**src/rtl/phys_reg_free_list_pkg.sv**
```systemverilog
// Shared sizing constants and types for the rename-stage physical register free list.
// Pointers carry one extra wrap bit above the index so full and empty are distinguishable.
package phys_reg_free_list_pkg;

    localparam int FREE_LIST_DEPTH        = 32;
    localparam int LOG_FREE_LIST_DEPTH    = $clog2(FREE_LIST_DEPTH);
    localparam int NUM_ARCH_REGS          = 32;
    localparam int NUM_PHYS_REGS          = NUM_ARCH_REGS + FREE_LIST_DEPTH;
    localparam int LOG_PHYS_REGS          = $clog2(NUM_PHYS_REGS);
    localparam int CHECKPOINT_COLUMNS     = 4;
    localparam int LOG_CHECKPOINT_COLUMNS = $clog2(CHECKPOINT_COLUMNS);

    typedef logic [LOG_PHYS_REGS-1:0]          phys_reg_tag_t;
    typedef logic [LOG_FREE_LIST_DEPTH:0]      free_list_ptr_t;
    typedef logic [LOG_CHECKPOINT_COLUMNS-1:0] checkpoint_column_t;

endpackage

```
**src/rtl/phys_reg_free_list.sv**
```systemverilog
// Circular FIFO of free physical register tags with per-checkpoint saved head pointers,
// so a mispredict restore hands back every tag allocated since the checkpoint in one cycle.
module phys_reg_free_list
    import phys_reg_free_list_pkg::*;
(
    input  logic               CLK,
    input  logic               nRST,
    output logic               dequeue_valid,
    output phys_reg_tag_t      dequeue_phys_reg_tag,
    input  logic               dequeue_ready,
    input  logic               enqueue_valid,
    input  phys_reg_tag_t      enqueue_phys_reg_tag,
    input  logic               save_checkpoint_valid,
    input  checkpoint_column_t save_checkpoint_column,
    input  logic               restore_checkpoint_valid,
    input  checkpoint_column_t restore_checkpoint_column,
    output free_list_ptr_t     free_count
);

    phys_reg_tag_t  entry_q [FREE_LIST_DEPTH];
    phys_reg_tag_t  entry_d [FREE_LIST_DEPTH];
    free_list_ptr_t ckpt_q  [CHECKPOINT_COLUMNS];
    free_list_ptr_t ckpt_d  [CHECKPOINT_COLUMNS];
    free_list_ptr_t head_q, head_d;
    free_list_ptr_t tail_q, tail_d;
    free_list_ptr_t head_after_deq;

    logic list_full;
    logic deq_fire;
    logic enq_fire;

    assign free_count           = tail_q - head_q;
    assign list_full            = (free_count == free_list_ptr_t'(FREE_LIST_DEPTH));
    assign dequeue_valid        = (free_count != '0) && !restore_checkpoint_valid;
    assign dequeue_phys_reg_tag = entry_q[head_q[LOG_FREE_LIST_DEPTH-1:0]];
    assign deq_fire             = dequeue_valid && dequeue_ready;
    // A full list can still accept a tag when the head slot is being freed this cycle.
    assign enq_fire             = enqueue_valid && (!list_full || deq_fire);

    always_comb begin
        head_after_deq = deq_fire ? head_q + free_list_ptr_t'(1) : head_q;
        head_d         = head_after_deq;
        tail_d         = tail_q;
        entry_d        = entry_q;
        ckpt_d         = ckpt_q;

        if (restore_checkpoint_valid) begin
            head_d = ckpt_q[restore_checkpoint_column];
        end else if (save_checkpoint_valid) begin
            ckpt_d[save_checkpoint_column] = head_after_deq;
        end

        if (enq_fire) begin
            entry_d[tail_q[LOG_FREE_LIST_DEPTH-1:0]] = enqueue_phys_reg_tag;
            tail_d = tail_q + free_list_ptr_t'(1);
        end
    end

    always_ff @(posedge CLK or negedge nRST) begin
        if (!nRST) begin
            for (int i = 0; i < FREE_LIST_DEPTH; i++) begin
                entry_q[i] <= phys_reg_tag_t'(NUM_ARCH_REGS + i);
            end
            for (int c = 0; c < CHECKPOINT_COLUMNS; c++) begin
                ckpt_q[c] <= '0;
            end
            head_q <= '0;
            tail_q <= free_list_ptr_t'(FREE_LIST_DEPTH);
        end else begin
            entry_q <= entry_d;
            ckpt_q  <= ckpt_d;
            head_q  <= head_d;
            tail_q  <= tail_d;
        end
    end

    // Overfilling is tolerated (dropped) but worth a trace; save+restore together is a caller bug.
    a_no_enqueue_when_full: assert property (@(posedge CLK) disable iff (!nRST)
        !(enqueue_valid && list_full && !deq_fire))
        else $warning("free list: enqueue while full was dropped");

    a_no_save_on_restore: assert property (@(posedge CLK) disable iff (!nRST)
        !(save_checkpoint_valid && restore_checkpoint_valid))
        else $error("free list: checkpoint save coincided with restore");

endmodule

```
**config.mk**
```make
export PLATFORM = sky130hd
export DESIGN_NAME = phys_reg_free_list
export DESIGN_NICKNAME = d
export VERILOG_FILES = /design/src/rtl/phys_reg_free_list_pkg.sv /design/src/rtl/phys_reg_free_list.sv
export SDC_FILE = /design/constraint.sdc
export NUM_CORES = 1
export LEC_CHECK = 0
export CORE_MARGIN = 5
export CORE_UTILIZATION = 62
export DETAILED_ROUTE_END_ITERATION = 10
export GPL_TIMING_DRIVEN = 0
export PLACE_DENSITY_LB_ADDON = 0.05
export SLEW_MARGIN = 5
export SYNTH_ARGS = -nofsm -noshare
export SYNTH_HDL_FRONTEND = slang
export SYNTH_SLANG_ARGS = --single-unit
export TNS_END_PERCENT = 20
```
**constraint.sdc**
```tcl
create_clock -name CLK -period 4.5 [get_ports CLK]
set_input_delay 0.9 -clock CLK [delete_from_list [all_inputs] [get_ports CLK]]
set_output_delay 0.9 -clock CLK [all_outputs]
set_load 0.05 [all_outputs]
```
## After elaboration in Yosys (flattened, before gate mapping)

Cells that the tools add are included.

| operators by class | value |
|---|---|
| add/sub/neg operators | 3 |
| $lt $le $gt $ge | 6 |
| equality and inequality tests | 1 |
| multiplexer cells | 14 |
| bitwise gates (word level) | 5 |
| reductions and logical operators | 10 |

Operators with widths:

| cell | count |
|---|---|
| 192-bit bitwise mux | 1 |
| 6-bit 2-to-1 mux | 8 |
| 6-bit binary-select mux with 5-bit select | 1 |
| 6-bit demux with 5-bit select | 1 |
| 24-bit bitwise mux | 1 |
| 6-bit by 1-bit adder with 6-bit output, second input constant | 2 |
| 6-bit binary-select mux with 2-bit select | 1 |
| 6-bit demux with 2-bit select | 1 |
| 6-bit greater-or-equal comparator, second input constant | 2 |
| 5-bit NOT with 6-bit output | 2 |
| 6-bit equality test, second input constant | 1 |
| 3-bit greater-or-equal comparator, second input constant | 2 |
| 6-bit by 1-bit < comparator with 1-bit output, second input constant | 1 |
| 2-bit NOT with 3-bit output | 2 |
| 6-bit nonzero test | 1 |
| 6-bit subtractor | 1 |
| 1-bit logical AND | 5 |
| 3-bit by 1-bit < comparator with 1-bit output, second input constant | 1 |
| 1-bit logical NOT | 2 |
| 2-bit AND reduction | 1 |
| 1-bit logical OR | 1 |
| 1-bit NOT | 1 |

| word-level totals | value |
|---|---|
| register bits after elaboration | 228 |
| input port bits | 16 |
| output and inout port bits | 13 |
| logic and storage cells | 77 |

## Logic depth before layout (Yosys ltp)

| logic depth | value |
|---|---|
| depth in word-level cells | 6 |
| gate-level depth with buffers | 13 |
| depth with buffers taken out | 10 |

## Worst setup path before layout

Ideal clock, no wire load.

| timing path | value |
|---|---|
| path kind | flip-flop to output port |
| from | reg head_q[2] |
| to | out dequeue_valid |
| arrival | 3679 ps |
| data required time | 3600 ps |
| slack | -79 ps |
| cell stages (with the launch flop) | 10 |
| buffers on the path | 2 |
| cell sequence | dfrtp_1 > clkbuf_1 > clkbuf_1 > inv_2 > ha_1 > nand2b_1 > a21oi_1 > xor2_1 > nor4_2 > a21oi_1 |

| on the way | value |
|---|---|
| longest elaborated chain between the ends | 3 |

RTL lines:

| element | line | source |
|---|---|---|
| start: declaration | phys_reg_free_list.sv:24 | `free_list_ptr_t head_q, head_d;` |
| start signal: assignment | phys_reg_free_list.sv:67 | `head_q <= '0;` |
| start signal: assignment | phys_reg_free_list.sv:72 | `head_q <= head_d;` |
| 6-bit subtractor | phys_reg_free_list.sv:32 | `assign free_count = tail_q - head_q;` |
| net free_count[4] | phys_reg_free_list.sv:17 | `output free_list_ptr_t free_count` |
| 6-bit nonzero test | phys_reg_free_list.sv:34 | `assign dequeue_valid = (free_count != '0) && !restore_checkpoint_valid;` |
| 1-bit logical AND | phys_reg_free_list.sv:34 |  |
| end: declaration | phys_reg_free_list.sv:8 | `output logic dequeue_valid,` |

The timed path passes the listed nets, and every way through them passes these cells.

## Final worst setup path

| timing path | value |
|---|---|
| from | reg head_q[0] |
| to | out dequeue_phys_reg_tag[2] |

| on the way | value |
|---|---|
| longest elaborated chain between the ends | 4 |

RTL lines:

| element | line | source |
|---|---|---|
| 5-bit NOT with 6-bit output (not written as such) | phys_reg_free_list.sv:35 | `assign dequeue_phys_reg_tag = entry_q[head_q[LOG_FREE_LIST_DEPTH-1:0]];` |
| 6-bit binary-select mux with 5-bit select | phys_reg_free_list.sv:35 |  |
| 6-bit 2-to-1 mux (not written as such) (2 in a row) | phys_reg_free_list.sv:35 |  |
| end: declaration | phys_reg_free_list.sv:9 | `output phys_reg_tag_t dequeue_phys_reg_tag,` |

No other way between the ends. The select of a mux whose other input is x is not followed.

==> insert_results.sql <==
INSERT INTO impl_metrics (metric_group, metric, value, unit) VALUES
('run_status', 'status', 'complete, no violations', ''),
('die', 'rows', '49', ''),
('clock_tree', 'cts_hold_buffers', '0', ''),
('power_and_ir_drop', 'static_leakage', '5.12', 'nW'),
('synth', 'synthesis.nets', '771', ''),
('clock_tree', 'number_of_cts_inserted_buffers', '24', ''),
('sta', 'rsz_0062_raised_after_global_routing', 'no', ''),
('synth', 'post_synth_inst_count', '744', ''),
('power_and_ir_drop', 'fin_total_pwr', '9.91', 'mW'),
('synth', 'syn_area', '11300', 'um^2'),
('die', 'die_x', '145', 'um'),
('clock_tree', 'cts.clk_slew.worst_paths', '60', 'ps'),
('synth', 'ys_async_sr_fraction', '100', '%'),
('sta', 'finalCritPeriodShare', '96.5', '%'),
('clock_tree', 'clkSinkCount', '228', ''),
('die', 'floorplan.die_area', '21100', 'um^2'),
('worst_setup_path', 'worstSetupEndpointType', 'output pin', ''),
('worst_setup_path', 'critPathLaunchType', 'flip-flop', ''),
('clock_tree', 'max-clock-path-buffers', '3', ''),
('die', 'initial_utilization', '63.2', '%'),
('cells_and_area', 'antennaDiodeCount', '0', ''),
('route', 'drt_drc_violations_left', '0', ''),
('global_routing', 'grt_pass1_wl', '42700', 'um'),
('cells_and_area', 'multiInputGateArea', '5270', 'um^2'),
('place', 'cell_area_reported_after_detailed_placement', '11900', 'um^2'),
('sta', 'worst_hold_slack', '423', 'ps'),
('route', 'detail_route.iter0.violations', '565', ''),
('route', 'route.vias.total', '6647', ''),
('clock_tree', 'clkLatencyLatePin', '520', 'ps'),
('cells_and_area', 'num-nets-final', '825', ''),
('sta', 'layout_min_cycle_time', '4340', 'ps'),
('cells_and_area', 'area_delta_synth_final', '12.9', '%'),
('cells_and_area', 'drive_above_1_share', '57.2', '%'),
('die', 'core_area', '18000', 'um^2'),
('worst_setup_path', 'worstSetupPathType', 'reg -> out', ''),
('worst_setup_path', 'critical_path_arrival', '3440', 'ps'),
('cells_and_area', 'layout.cells.most_common', 'mux2_2', ''),
('place', 'post-dp-hpwl', '18800', 'um'),
('worst_setup_path', 'crit_fanout', '10', ''),
('synth', 'post_synth_fa_ha_maj_area_fraction', '1.28', '%'),
('route', 'ant_nets', '0', ''),
('global_routing', 'grt_overflow', '0', ''),
('route', 'drt-pass1-iter-count', '7', ''),
('synth', 'post_synthesis_sequential_area_ratio', '51.5', '%'),
('sta', 'slew_headroom', '42.0', '%'),
('sta', 'drv_slew', '0', ''),
('sta', 'timing.fmax', '230', 'MHz'),
('cells_and_area', 'fillerInstances', '1181', ''),
('route', 'detail_route.wirelength', '26400', 'um'),
('global_routing', 'grt_antenna_before_repair', '1', ''),
('synth', 'synth_simple_gate_area_share', '7.99', '%'),
('synth', 'synth_enable_flop_cells', '0', ''),
('route', 'route.detailed.wl_per_inst', '25.2', 'um'),
('place', 'portBuffers', '27', ''),
('clock_tree', 'cts_tree', 'done', ''),
('worst_setup_path', 'regToRegSetupSlack', '520', 'ps'),
('die', 'die_height', '145', 'um'),
('synth', 'synth_area_leaders', 'dfstp_2, dfrtp_1, mux2_2, mux4_2, mux2_4', ''),
('worst_setup_path', 'r2r.worst_path.cells', '14', ''),
('sta', 'clock_skew', '8.90', 'ps'),
('cells_and_area', 'finalInstanceArea', '12800', 'um^2'),
('place', 'place.gp.congestion', '0.848', ''),
('synth', 'synth_top_family_by_area', 'multiplexers', ''),
('flow_run', 'max_cap_viol_count', '0', ''),
('cells_and_area', 'mostFrequentLayoutCells', 'mux2_2, dfrtp_1, dfstp_2', ''),
('worst_setup_path', 'cp.required', '3600', 'ps'),
('synth', 'syn-mean-instance-area', '15.3', 'um^2'),
('synth', 'synth_area_leader_cell', 'dfstp_2', ''),
('global_routing', 'via_count_of_the_first_global_routing_pass', '7313', ''),
('global_routing', 'largest_net_degree_at_the_start_of_global_routing', '119', ''),
('global_routing', 'gr-usage-all-layers', '25.5', '%');
==> worst max-delay path by stage <==
stage	cells past startpoint	to	slack, ps	start
2_1_floorplan	9	dequeue_valid	220	head_q[2]
3_3_place_gp	1	entry_q[109]	-6100	nRST
3_5_place_dp	10	dequeue_valid	-650	head_q[2]
4_1_cts	9	dequeue_valid	20	head_q[3]
5_1_grt	7	free_count[4]	30	head_q[2]
6_report	7	dequeue_phys_reg_tag[2]	160	head_q[0]
==> layout make-up <==
type	instances	area share, %
sequential	228	45.7
multi-input combinational	459	41.1
clock buffer	36	5.52
timing repair buffer	30	2.39
tap	229	2.24
buffer	44	1.78
clock inverter	8	0.928
inverter	11	0.322
==> worst max-delay path, cell delays in order, from the launching register on <==
cell	delay, ps
dfrtp_1	440
clkbuf_1	360
clkbuf_4	400
mux4_2	580
mux4_2	540
nand2_1	100
nand2_1	70
dlygate4sd2_1	420
==> timing repair <==
item | in CTS | in global routing
endpoints found under the setup margin | 209 | 3
buffers inserted | 1 | 1
pin swaps | 2 | 1
gates resized for setup | 39 | 3
hold endpoints to repair | 0 | 0
==> synthesized netlist by cell type, types with 2 or more instances <==
library cell / number
nor2b_1: 2
a21oi_1: 29
nor3b_1: 2
nor3_4: 25
nand3_1: 5
mux2_4: 30
buf_1: 5
xor2_1: 6
mux4_2: 66
or3_1: 2
o21ai_0: 8
xnor2_1: 9
a211oi_1: 2
dfrtp_1: 115
ha_1: 10
nor2_1: 29
clkbuf_1: 37
inv_2: 2
nand4_1: 3
mux2i_1: 2
nor3_2: 7
nand2_1: 40
nor3_1: 2
nand2b_1: 3
nand3b_1: 2
dfstp_2: 113
inv_1: 8
buf_8: 2
mux2_2: 162
==> stage by stage <==
stage,std cells,setup slack (ps)
3_5_place_dp,1001,-649
2_1_floorplan,744,215
5_1_grt,1045,25.4
4_1_cts,1045,23.5
6_report,1045,157
3_3_place_gp,1000,-6100
==> cell families after synthesis <==
family	after synthesis
AND/OR/NAND/NOR	127
flip-flops	228
buffers and inverters	57
adder cells (fa/ha/maj)	11
XOR/XNOR	16
multiplexers	261
AO/OA/AOI/OAI	44
==> report_power, final <==
group / switching (mW) / leakage, nW / internal, mW
sequential: 0.493 / 2.60 / 3.21
clock: 0.801 / 0.408 / 1.26
combinational: 2.21 / 2.11 / 1.94
==> per-layer routing <==
metal | GRT usage, % | routed length, um | vias to the layer above
li1 | - | - | 2862
met1 | 35.6 | 11300 | 3518
met2 | 42.6 | 13100 | 216
met3 | 3.96 | 1290 | 49
met4 | 6.44 | 642 | 2
met5 | 0 | 16 | -
==> sequential cells by signal (all words and copies together), names as in the netlist <==
signal / flops
ckpt_q: 24
tail_q: 6
entry_q: 192
head_q: 6
No activity file was read; power rests on OpenSTA's default activity.
